<file path="config.mk">
export PLATFORM = sky130hd
export DESIGN_NAME = fft2d_sequencer
export DESIGN_NICKNAME = d
export VERILOG_FILES = /design/src/rtl/fft2d_seq_pkg.sv /design/src/rtl/fft2d_stage_counter.sv /design/src/rtl/fft2d_sequencer.sv
export SDC_FILE = /design/constraint.sdc
export NUM_CORES = 1
export LEC_CHECK = 0
export ABC_AREA = 1
export BUFFER_PORTS_ARGS = -buffer_cell sky130_fd_sc_hd__buf_2
export CAP_MARGIN = 20
export CORE_MARGIN = 1
export CORE_UTILIZATION = 40
export DETAILED_ROUTE_END_ITERATION = 10
export SLEW_MARGIN = 5
export SYNTH_ARGS = -nofsm -noshare
export SYNTH_HDL_FRONTEND = slang
export SYNTH_SLANG_ARGS = --single-unit
</file>
<file path="constraint.sdc">
create_clock -name extc_base_clock -period 3.8 [get_ports extc_base_clock]
set_clock_uncertainty 0.15 [all_clocks]
set_input_delay 0.76 -clock extc_base_clock [delete_from_list [all_inputs] [get_ports extc_base_clock]]
set_output_delay 0.76 -clock extc_base_clock [all_outputs]
set_load 0.01 [all_outputs]
</file>
<file path="src/rtl/fft2d_seq_pkg.sv">
// Shared codes for the 2D FFT sequencer: FSM state codes, unit command mode
// codes and run-type codes.
package fft2d_seq_pkg;

    localparam logic [2:0] ST_IDLE  = 3'd0;
    localparam logic [2:0] ST_ROW   = 3'd1;
    localparam logic [2:0] ST_XPOSE = 3'd2;
    localparam logic [2:0] ST_COL   = 3'd3;
    localparam logic [2:0] ST_DONE  = 3'd4;

    localparam logic [3:0] CMD_MODE_NONE  = 4'b0000;
    localparam logic [3:0] CMD_MODE_ROW   = 4'b0010;
    localparam logic [3:0] CMD_MODE_COL   = 4'b0011;
    localparam logic [3:0] CMD_MODE_XPOSE = 4'b0100;

    localparam logic [1:0] RUN_ROW_ONLY = 2'b00;
    localparam logic [1:0] RUN_FULL     = 2'b01;
    localparam logic [1:0] RUN_COL_ONLY = 2'b10;
    localparam logic [1:0] RUN_RSVD     = 2'b11;

    function automatic logic state_is_busy(input logic [2:0] st);
        return (st == ST_ROW) || (st == ST_XPOSE) || (st == ST_COL);
    endfunction

endpackage

</file>
<file path="src/rtl/fft2d_stage_counter.sv">
// Per-stage cycle counter: clear forces zero, otherwise counts up and parks
// at the terminal value so it never wraps.
module fft2d_stage_counter #(
    parameter int CNT_W = 16
) (
    input  logic             extc_base_clock,
    input  logic             extc_asyn_reset,
    input  logic             clear,
    input  logic [CNT_W-1:0] last,
    output logic [CNT_W-1:0] count,
    output logic             tc
);

    logic [CNT_W-1:0] count_q;
    logic [CNT_W-1:0] count_d;

    assign tc    = (count_q == last);
    assign count = count_q;

    always_comb begin
        count_d = count_q;
        if (clear) begin
            count_d = '0;
        end else if (!tc) begin
            count_d = count_q + 1'b1;
        end
    end

    always_ff @(posedge extc_base_clock or posedge extc_asyn_reset) begin
        if (extc_asyn_reset) begin
            count_q <= '0;
        end else begin
            count_q <= count_d;
        end
    end

endmodule

</file>
<file path="src/rtl/fft2d_sequencer.sv">
// Sequences the 1D FFT units through row, transpose and column stages and
// broadcasts a unified command plus a latched per-unit enable mask.
module fft2d_sequencer
    import fft2d_seq_pkg::*;
#(
    parameter int SEQ_MODE_W   = 4,
    parameter int N_UNITS      = 32,
    parameter int CNT_W        = 16,
    parameter int ROW_CYCLES   = 646,
    parameter int XPOSE_CYCLES = 1024,
    parameter int COL_CYCLES   = 646
) (
    input  logic                  extc_base_clock,
    input  logic                  extc_asyn_reset,
    input  logic                  extc_start,
    input  logic                  extc_abort,
    input  logic [1:0]            extc_mode,
    input  logic [N_UNITS-1:0]    extc_unit_mask,
    output logic                  exts_busy,
    output logic                  exts_done,
    output logic                  exts_error,
    output logic [2:0]            exts_stage,
    output logic [CNT_W-1:0]      exts_cycle,
    output logic [SEQ_MODE_W+1:0] f_unified_command,
    output logic [N_UNITS-1:0]    f_unit_enable
);

    // Control is level-sampled on the rising edge: extc_start only matters in
    // IDLE, extc_abort wins over extc_start, and there is no back-pressure.
    logic [2:0]            state_q, state_d;
    logic [1:0]            mode_q, mode_d;
    logic [N_UNITS-1:0]    mask_q, mask_d;
    logic                  busy_q, busy_d;
    logic                  done_q, done_d;
    logic                  error_q, error_d;
    logic [SEQ_MODE_W+1:0] cmd_q, cmd_d;
    logic [N_UNITS-1:0]    enable_q, enable_d;

    logic                  cnt_clear;
    logic [CNT_W-1:0]      cnt_last;
    logic                  cnt_tc;

    always_comb begin
        state_d = state_q;
        mode_d  = mode_q;
        mask_d  = mask_q;
        error_d = 1'b0;
        case (state_q)
            ST_IDLE: begin
                if (extc_start && !extc_abort) begin
                    if (extc_mode == RUN_RSVD) begin
                        error_d = 1'b1;
                    end else begin
                        mode_d  = extc_mode;
                        mask_d  = extc_unit_mask;
                        state_d = (extc_mode == RUN_COL_ONLY) ? ST_COL : ST_ROW;
                    end
                end
            end
            ST_ROW:   if (cnt_tc) state_d = (mode_q == RUN_FULL) ? ST_XPOSE : ST_DONE;
            ST_XPOSE: if (cnt_tc) state_d = ST_COL;
            ST_COL:   if (cnt_tc) state_d = ST_DONE;
            ST_DONE:  state_d = ST_IDLE;
            default:  state_d = ST_IDLE;
        endcase
        if (extc_abort && (state_q != ST_IDLE)) begin
            state_d = ST_IDLE;
        end
    end

    // Output flops are loaded with the decode of the next state, so each one
    // always matches the decode of the current state register.
    always_comb begin
        busy_d   = state_is_busy(state_d);
        done_d   = (state_d == ST_DONE);
        enable_d = busy_d ? mask_d : '0;
        case (state_d)
            ST_ROW:   cmd_d = {2'b01, SEQ_MODE_W'(CMD_MODE_ROW)};
            ST_XPOSE: cmd_d = {2'b01, SEQ_MODE_W'(CMD_MODE_XPOSE)};
            ST_COL:   cmd_d = {2'b01, SEQ_MODE_W'(CMD_MODE_COL)};
            default:  cmd_d = {2'b10, SEQ_MODE_W'(CMD_MODE_NONE)};
        endcase
    end

    always_comb begin
        case (state_q)
            ST_ROW:   cnt_last = CNT_W'(ROW_CYCLES - 1);
            ST_XPOSE: cnt_last = CNT_W'(XPOSE_CYCLES - 1);
            ST_COL:   cnt_last = CNT_W'(COL_CYCLES - 1);
            default:  cnt_last = '0;
        endcase
        cnt_clear = (state_d != state_q) || !state_is_busy(state_q);
    end

    always_ff @(posedge extc_base_clock or posedge extc_asyn_reset) begin
        if (extc_asyn_reset) begin
            state_q  <= ST_IDLE;
            mode_q   <= RUN_ROW_ONLY;
            mask_q   <= '0;
            busy_q   <= 1'b0;
            done_q   <= 1'b0;
            error_q  <= 1'b0;
            cmd_q    <= {2'b10, SEQ_MODE_W'(CMD_MODE_NONE)};
            enable_q <= '0;
        end else begin
            state_q  <= state_d;
            mode_q   <= mode_d;
            mask_q   <= mask_d;
            busy_q   <= busy_d;
            done_q   <= done_d;
            error_q  <= error_d;
            cmd_q    <= cmd_d;
            enable_q <= enable_d;
        end
    end

    fft2d_stage_counter #(
        .CNT_W(CNT_W)
    ) u_stage_counter (
        .extc_base_clock(extc_base_clock),
        .extc_asyn_reset(extc_asyn_reset),
        .clear          (cnt_clear),
        .last           (cnt_last),
        .count          (exts_cycle),
        .tc             (cnt_tc)
    );

    assign exts_busy         = busy_q;
    assign exts_done         = done_q;
    assign exts_error        = error_q;
    assign exts_stage        = state_q;
    assign f_unified_command = cmd_q;
    assign f_unit_enable     = enable_q;

endmodule

</file>
# == Word level (Yosys, flattened, before mapping) ==
# Index checks and enable logic that the tools add are counted.
# W data, S select, Z words.
# classes
bitwise_logic,1
eq_ne,13
n_reduce_logical,13
add_sub_neg,1
n_mux,20
# op_table
op,count
$mux W32,4
$mux W16,2
$mux W3,7
$pmux W10 S2,1
$pmux W6 S3,1
$add A16 B1 Y16 const B,1
$eq A16 B10 Y1,1
$eq A3 B2 Y1 const B,4
$pmux W3 S4,1
$eq A3 B1 Y1 const B,2
$logic_or A1 B1 Y1,5
$eq A2 B2 Y1 const B,2
$eq A3 B3 Y1 const B,1
$logic_not A3 Y1,1
$mux W1,3
$ne A3 B3 Y1,1
$reduce_and A3 Y1,1
$reduce_bool A3 Y1,1
$eq A2 B1 Y1 const B,1
$logic_and A1 B1 Y1,2
$logic_not A1 Y1,2
$mux W2,1
$ne A2 B2 Y1 const B,1
$reduce_or A2 Y1,1
$not A1 Y1,1
# word_totals
wordCells,57
input_bits,38
ff_bits,94
output_inout_bits,60

# == Depth between registers and ports, before layout ==
# Gate-level depths: netlist (run 1).
# logic_depth
word_depth,11
mapped_depth,14
ltp_nobuf,13

# == Hierarchy ==
# A second synthesis (run 1) with hierarchy kept.
# hier_totals
cells_unflattened,519
area_unflattened_um2,4424.2
# by_module_without_submodules
module,seq_area_each_um2,area_each_um2,cells_each,n_inst
fft2d_sequencer,1928.1,2947.8,275,1
fft2d_stage_counter,400.4,1476.4,244,1

# == Least setup slack after synthesis (run 1) ==
# Ideal clock, no wire load.
# synth_timing
path_kind,input -> register
start,in extc_abort
end,"reg u_stage_counter.count_q[0], in the netlist u_stage_counter.count[0]"
stages,9
n_path_buf,1
t_required_ns,3.520
setup_time_ns,0.130
path_slack_ns,1.670
t_arrival_ns,1.850
cell_sequence,inv_1 > nand2_1 > nor3b_4 > a21oi_1 > nand3_2 > nand3_1 > nand2_4 > buf_6 > nor3_2
# synth_via
elab_chain_cells,8
word_cells_on_any_way,10
classes_between,2 x eq/ne; 4 x mux; 4 x reduce/logical
# synth_rtl
item,line_no,text
from (decl),fft2d_sequencer.sv:16,"input logic extc_abort,"
$logic_not A1 Y1,fft2d_sequencer.sv:50,if (extc_start && !extc_abort) begin
$logic_and A1 B1 Y1,fft2d_sequencer.sv:50,
$mux W3,fft2d_sequencer.sv:50,
$pmux W3 S4,fft2d_sequencer.sv:48,case (state_q)
$mux W3 (*),fft2d_sequencer.sv:66,if (extc_abort && (state_q != ST_IDLE)) begin
$ne A3 B3 Y1 (*),fft2d_sequencer.sv:92,cnt_clear = (state_d != state_q) || !state_is_busy(state_q);
$logic_or A1 B1 Y1 (*),fft2d_sequencer.sv:92,
$ne A2 B2 Y1 (no source line) or $mux W16 (tied branches),n/a,
to (signal assigned),fft2d_stage_counter.sv:33,count_q <= count_d;
to (decl),fft2d_stage_counter.sv:14,logic [CNT_W-1:0] count_q;
# Mark *: on every way between the ends. The rest lies on a longest branch, timed or not.
# A chain may end at the register's enable or synchronous reset.

# == Worst setup path after layout (run 1) ==
# layout_timing
start,"reg state_q[1], in the netlist exts_stage[1]"
end,"reg enable_q[12], in the netlist f_unit_enable[12]"
# layout_via
elab_chain_cells,11
word_cells_on_any_way,23
classes_between,7 x eq/ne; 10 x mux; 6 x reduce/logical
# layout_rtl
item,line_no,text
from (decl),fft2d_sequencer.sv:30,"logic [2:0] state_q, state_d;"
from (signal assigned),fft2d_sequencer.sv:106,state_q <= state_d;
$eq A3 B1 Y1 or $eq A3 B2 Y1 (tied branches),"fft2d_sequencer.sv:48, fft2d_sequencer.sv:86",
$reduce_or A2 Y1 (no source line),n/a,
$pmux W10 S2,fft2d_sequencer.sv:86,case (state_q)
$eq A16 B10 Y1,fft2d_stage_counter.sv:17,assign tc = (count_q == last);
$mux W3 (on tied branches),"fft2d_sequencer.sv:62, fft2d_sequencer.sv:60, fft2d_sequencer.sv:61",
$pmux W3 S4,fft2d_sequencer.sv:48,
$mux W3 (*),fft2d_sequencer.sv:66,
net state_d[0],fft2d_sequencer.sv:30,
$eq A3 B1 Y1 or $eq A3 B2 Y1 (tied branches),fft2d_seq_pkg.sv:22,return (st == ST_ROW) || (st == ST_XPOSE) || (st == ST_COL);
$logic_or A1 B1 Y1,fft2d_seq_pkg.sv:22,
$logic_or A1 B1 Y1 (*),fft2d_seq_pkg.sv:22,
$mux W32 (*),fft2d_sequencer.sv:76,enable_d = busy_d ? mask_d : '0;
net enable_d[12],fft2d_sequencer.sv:37,"logic [N_UNITS-1:0] enable_q, enable_d;"
to (signal assigned),fft2d_sequencer.sv:113,enable_q <= enable_d;
to (decl),fft2d_sequencer.sv:37,
# The timed path passes the listed nets; every way through them passes the cells marked *.

==> impl_metrics.json, run 1 <==
{
  "ioPinCount": 98,
  "average_cell_area_after_synthesis_um2": 9.91,
  "place_congestion": 0.912,
  "slew_viol_final": 0,
  "syn-num-nets": 434,
  "share_of_async_settable_or_async_resettable_flops_after_synthesis_pct": 100,
  "place_hpwl_um": 5300,
  "yosysTopAreaCellShare_pct": 58.8,
  "cts_setup_buffers": 0,
  "postCtsResizedCells": 0,
  "final-setup-viol-count": 0,
  "timing.fmax_mhz": 424,
  "first_global_vias": 2720,
  "yosys.area.top_type": "dfrtp_1",
  "fillers": 954,
  "synth.yosys.seq_area_share_pct": 59.5,
  "synth_enable_flop_cells": 0,
  "crit_path_cell_trace": "inv_1 > nand2_2 > nor3b_4 > inv_2 > nand3_2 > nand2_2 > inv_2 > nor2_8 > nor2_1",
  "grt_usage_pct": 16.3,
  "vdd.ir_drop.worst_mv": 0.325,
  "number_of_instances_in_the_synthesized_netlist": 395,
  "rsz0062_at_grt": "false",
  "synth.lib_cells_used.distinct": 33,
  "die_h_um": 101,
  "routed_via_density": 4.52,
  "grt_pass1_wl_um": 12800,
  "status": "completed",
  "final.setup.tns_ns": 0,
  "p_leak_nw": 2.42,
  "number_of_antenna_violations_at_the_first_check_in_global_routing": 0,
  "timing.max_cap.violations": 0,
  "clkSinkCount": 93,
  "initial_utilization_pct": 41.7,
  "drt_iter0_drc": 55,
  "timing.slew.headroom_pct": 64.8,
  "largest_net_degree_at_the_start_of_global_routing": 94,
  "seq_cells_post_synth": 93,
  "cts_inserted_buffers": 9,
  "final.setup.worst_slack_ns": 1.44,
  "final_layout_size_suffix_gt1_share_pct": 35.6,
  "detailedPlace.worstSlack_ns": 1.06,
  "mean_routed_wirelength_per_cell_um": 12.7,
  "coreArea_um2": 9370,
  "post-route-min-period_ns": 2.36,
  "hold_viol_final": 0,
  "cts_tree": "yes",
  "post_cts_hold_buffer_count": 0,
  "total_wire_length_um": 7960,
  "cp_buf_inv_count": 3,
  "final_min_period_over_clock_period_pct": 62.1,
  "largest_fanout_of_any_net_on_the_critical_path": 35,
  "crit_path_largest_cell_delay_ns": 0.49,
  "clk_root_buffer_cell": "clkbuf_8",
  "worstRegToRegCells": 9,
  "globalRoute.totalOverflow": 0,
  "synth.cell_area_um2": 3910,
  "worst_setup_path_start_kind": "flop",
  "timing.critical_path.required_ns": 3.87,
  "yosys_warnings": 0,
  "critPathArrivalTime_ns": 2.43,
  "ys.flop_type": "dfrtp_1",
  "critPathKind": "flop to flop",
  "finalNetCount": 531,
  "via_count": 2827,
  "n_diodes": 0,
  "critical-path-top-delay-family": "simple AND/OR/NAND/NOR gates",
  "die_w_um": 101,
  "area_growth_syn_to_layout_pct": 19.7,
  "clk-insertion-delay-late_ns": 0.35,
  "number_of_port_buffers": 96,
  "cts.clk_slew.worst_paths_ns": 0.09,
  "post_route_antenna_net_violation_count": 0,
  "timing.reg2reg.setup_slack_ns": 1.44,
  "holdPathStages": 2,
  "post_synth_most_frequent_cells": "dfrtp_1 (92), inv_1 (60), nor2_1 (55), nand2_1 (38), o21ai_0 (34)",
  "total_power_divided_by_cell_area_nw_per_um2": 695,
  "post-synth-top-count-cell": "dfrtp_1",
  "synth.area.top_cells": "dfrtp_1 (59%), inv_1 (5.8%), nor2_1 (5.3%)",
  "std_cell_rows": 35,
  "critical_path_sink_type": "flop",
  "critical-path-slowest-cell": "dfrtp_1",
  "htree_levels": 3,
  "post-route-drc-count": 0,
  "ctsLongestPathBuffers": 2,
  "die_area_um2": 10200,
  "worstSetupPathDepth": 9,
  "drt_pre_antenna_iters": 4,
  "min_path_type": "flop to flop",
  "worst-slew-pin-transition_ns": 0.524
}
## cells by family after synthesis
family                   after synthesis  synth area share (%)
buffers and inverters                 75                  8.25
AND/OR/NAND/NOR                      174                  23.9
AO/OA/AOI/OAI                         39                  5.21
other                                  1                0.0958
flip-flops                            93                  59.5
XOR/XNOR                              12                  2.69
adder cells (fa/ha/maj)                1                 0.320
## report_power, final
part | switching [mW] | leakage (nW) | total (mW) | internal (mW)
Combinational | 0.768 | 1.18 | 1.20 | 0.437
Clock | 0.354 | 0.0881 | 0.619 | 0.264
Sequential | 0.0980 | 1.15 | 1.43 | 1.33
Total | 1.22 | 2.42 | 3.25 | 2.03
## cell usage in the layout (no fill, tap or decap), types with 2 or more instances in the layout
cell type,netlist,routed
nor3_2,10,10
o21ai_0,34,34
or2_2,32,32
nor2_1,55,55
nand2_2,6,6
nand3_2,2,2
nand2_4,2,2
nand3_1,10,10
buf_2,0,96
xnor2_1,4,4
clkinvlp_4,0,2
nand4_1,2,2
clkbuf_8,0,10
inv_1,60,59
dfrtp_1,92,92
nor2_4,2,2
nor4_1,3,3
inv_2,3,3
xor2_1,8,8
nor3_1,8,8
nand2_1,38,38
## final timing paths
path | startpoint | endpoint
min in group asynchronous | extc_asyn_reset | f_unit_enable[18]
max in group asynchronous | extc_asyn_reset | f_unified_command[5]
setup reg to reg | exts_stage[1] | f_unit_enable[12]
hold reg to reg | mode_q[1] | mode_q[1]
setup / recovery | exts_stage[1] | f_unit_enable[12]
hold / removal | mode_q[1] | mode_q[1]
## state kept, by name, summed over array words and instances, names as in the netlist
name and count:
exts_done 1, f_unit_enable 32, exts_stage 3, exts_error 1, f_unified_command 5, mask_q 32, exts_busy 1, u_stage_counter.count 16
mode_q 2
## tightest hold or removal path, cell delays in order (launching register included)
cell and delay [ns]:
dfrtp_1 0.36, nand2_1 0.06, nand2_1 0.05
## routing by layer
metal  vias up  track usage [%]  part of all wire [%]
met5         -                0                     0
met4         0             5.24                   1.3
met3         8             4.23                   4.6
met2        63             26.4                    46
met1      1351             21.4                    48
li1       1405                -                     -
## area by class of cell
cell class                      instances  area (um^2)  area share (%)
Timing Repair Buffer                   98          508            10.8
Tap cell                              129          161            3.45
Multi-Input combinational cell        227         1260            26.9
Inverter                               63          238            5.08
Sequential cell                        93         2330            49.7
Clock inverter                          5         43.8           0.935
Clock buffer                           11          141            3.02
## per-stage QoR
step	hold WS, ns	util, %	cell area, um^2	cells	power, mW
CTS	0.340	50.0	4680	626	3.32
global route	0.380	50.0	4680	626	3.52
global placement	0.314	48.0	4500	610	2.65
floorplan	0.293	-	3910	395	2.39
finish	0.343	50.0	4680	626	3.25
detailed placement	0.317	48.0	4500	610	2.69
(Power assumes the default switching activity.)
==> inputs of run 2 (changes only) <==
==> constraint.sdc (replaced) <==
create_clock -name extc_base_clock -period 2.2 [get_ports extc_base_clock]
set_clock_uncertainty 0.15 [all_clocks]
set_input_delay 0.44 -clock extc_base_clock [delete_from_list [all_inputs] [get_ports extc_base_clock]]
set_output_delay 0.44 -clock extc_base_clock [all_outputs]
set_load 0.01 [all_outputs]
==> run 2 against run 1 <==
Utilization rose by 2.2 points. Non-clock buffer count rose by 17. Hold slack worse by 0.31 ns. Sequential power up 71%. Critical endpoint is now u_stage_counter.count[5]. Largest power group unchanged.
==> impl_metrics.json, run 2 (synthesis gave the netlist of run 1 again) <==
{
  "status": "completed",
  "largest_fanout_of_any_net_on_the_critical_path": 16,
  "timing.max_cap.violations": 0,
  "cts.clk_slew.worst_paths_ns": 0.10,
  "slew_viol_final": 0,
  "die_area_um2": 10200,
  "std_cell_rows": 35,
  "routed_via_density": 4.54,
  "cell_internal_pwr_mw": 3.67,
  "clk-insertion-delay-late_ns": 0.35,
  "finalNetCount": 549,
  "worst_hold_slack_ns": 0.0321,
  "n_diodes": 0,
  "drt_iter0_drc": 86,
  "use_met2_pct": 28.9,
  "clkSinkCount": 93,
  "vdd.ir_drop.worst_mv": 0.586,
  "min_path_type": "input port to async pin",
  "die_h_um": 101,
  "coreArea_um2": 9370,
  "final-setup-viol-count": 0,
  "place_hpwl_um": 5480,
  "power_frac_clock_pct": 18.5,
  "die_w_um": 101,
  "htree_levels": 3,
  "worst_r2r_startpoint": "exts_stage[0]",
  "largest_net_degree_at_the_start_of_global_routing": 94,
  "grt_pass1_wl_um": 13200,
  "critPathKind": "flop to flop",
  "place_congestion": 0.845,
  "placement.cell_area_um2": 4640,
  "drt_pre_antenna_iters": 4,
  "final_min_period_over_clock_period_pct": 92.2,
  "critPathArrivalTime_ns": 2.15,
  "number_of_antenna_violations_at_the_first_check_in_global_routing": 0,
  "post-route-min-period_ns": 2.03,
  "cts_inserted_buffers": 9,
  "cts_tree": "yes",
  "layout.cells.most_common_list": "buf_2 (96), dfrtp_1 (88), inv_1 (59)",
  "ctsLongestPathBuffers": 2,
  "grt_usage_pct": 16.9,
  "critical_path_sink_type": "flop",
  "initial_utilization_pct": 41.7,
  "combinational_power_share_pct": 39.8,
  "netSwitchingFraction_pct": 37.7,
  "share_seq_of_total_power_pct": 41.7,
  "timing.slew.headroom_pct": 66.5,
  "globalRoute.totalOverflow": 0,
  "first_global_vias": 2934,
  "post_route_antenna_net_violation_count": 0,
  "timing.critical_path.required_ns": 2.32,
  "switchingPower_mw": 2.22,
  "mean_routed_wirelength_per_cell_um": 12.6,
  "hold_viol_final": 0,
  "groute.layer.met1.usage_pct": 21.4,
  "worst_setup_path_start_kind": "flop",
  "number_of_port_buffers": 96,
  "global_route_met3_usage_pct": 2.91,
  "ioPinCount": 98,
  "final_layout_size_suffix_gt1_share_pct": 39.4,
  "global_route.peak_usage_layer": "met2",
  "layout_commonest_cell": "buf_2",
  "final_cell_area_um2": 4890,
  "worst-slew-pin-transition_ns": 0.497,
  "area_growth_syn_to_layout_pct": 25.0,
  "total_power_divided_by_cell_area_nw_per_um2": 1200,
  "p_leak_nw": 2.53,
  "via_count": 2921,
  "worstSetupStartpoint": "exts_stage[0]",
  "timing.fmax_mhz": 493,
  "total_wire_length_um": 8100,
  "post-route-drc-count": 0,
  "clk_root_buffer_cell": "clkbuf_8",
  "rsz0062_at_grt": "true"
}
[run 2: changes by cell type in the layout (fill, tap and decap cells not counted), moves of 2 or more]
cell | before | now
nor3_1 | 8 | 6
dfrtp_2 | 0 | 4
dfrtp_1 | 92 | 88
nor3_2 | 10 | 12
buf_12 | 1 | 3
inv_6 | 1 | 3
buf_4 | 1 | 16
[run 2: what timing repair did]
item | CTS | global route
gates resized for setup | 0 | 9
setup buffers | 0 | 2
hold buffers | 0 | 0
setup endpoints to repair | 0 | 50
[run 2: power groups by stage]
| stage | sequential (mW) | combinational [mW] | clock, mW |
|---|---|---|---|
| 2_1_floorplan | 2.63 | 1.49 | 0 |
| 3_5_place_dp | 2.49 | 2.28 | 0 |
| 4_1_cts | 2.46 | 2.29 | 1.14 |
| 6_report | 2.45 | 2.35 | 1.09 |
| 5_1_grt | 2.52 | 2.67 | 1.20 |
| 3_3_place_gp | 2.48 | 2.25 | 0 |
[run 2: routing by layer]
layer | routed length (um) | vias up
met5 | 0 | -
met4 | 129 | 0
met3 | 308 | 10
li1 | - | 1439
met1 | 3630 | 1403
met2 | 4020 | 69
[run 2: cell type report]
type                            count  area, um^2
Sequential cell                    93        2330
Tap cell                          129         161
Clock inverter                      7        67.6
Fill cell                         893        4480
Timing Repair Buffer              115         661
Multi-Input combinational cell    228        1300
Inverter                           63         240
Clock buffer                        9         124
[run 2: through the flow]
| stage | setup TNS [ns] | utilization (%) | power (mW) | setup WS, ns | cells |
|---|---|---|---|---|---|
| floorplan | 0 | - | 4.12 | 0.281 | 395 |
| global placement | 0 | 49.5 | 4.74 | 0.181 | 625 |
| detailed placement | 0 | 49.5 | 4.78 | 0.0614 | 625 |
| CTS | 0 | 51.5 | 5.89 | 0.0250 | 641 |
| global route | -0.0350 | 52.2 | 6.39 | -0.0138 | 644 |
| finish | 0 | 52.2 | 5.89 | 0.172 | 644 |
[run 2: path summary, 6_finish.rpt]
kind	end	slack [ns]	cells past startpoint
min	u_stage_counter.count[15]	0.03	3
min reg2reg	mode_q[1]	0.34	2
max in group asynchronous	u_stage_counter.count[3]	1.42	3
max reg2reg	u_stage_counter.count[5]	0.17	13
max	u_stage_counter.count[5]	0.17	13
min in group extc_base_clock	mode_q[0]	0.17	3
[run 2: worst max-delay path: stages (launching register included)]
cell     delay (ns)
dfrtp_2        0.46
nor2_2         0.15
nand2_1        0.08
inv_1          0.11
nand2_1        0.08
nand2_2        0.09
inv_1          0.05
nand2_1        0.10
nand2_1        0.08
nand3_2        0.11
nand2_4        0.07
nand2_2        0.11
nand2_8        0.13
nor3_1         0.19
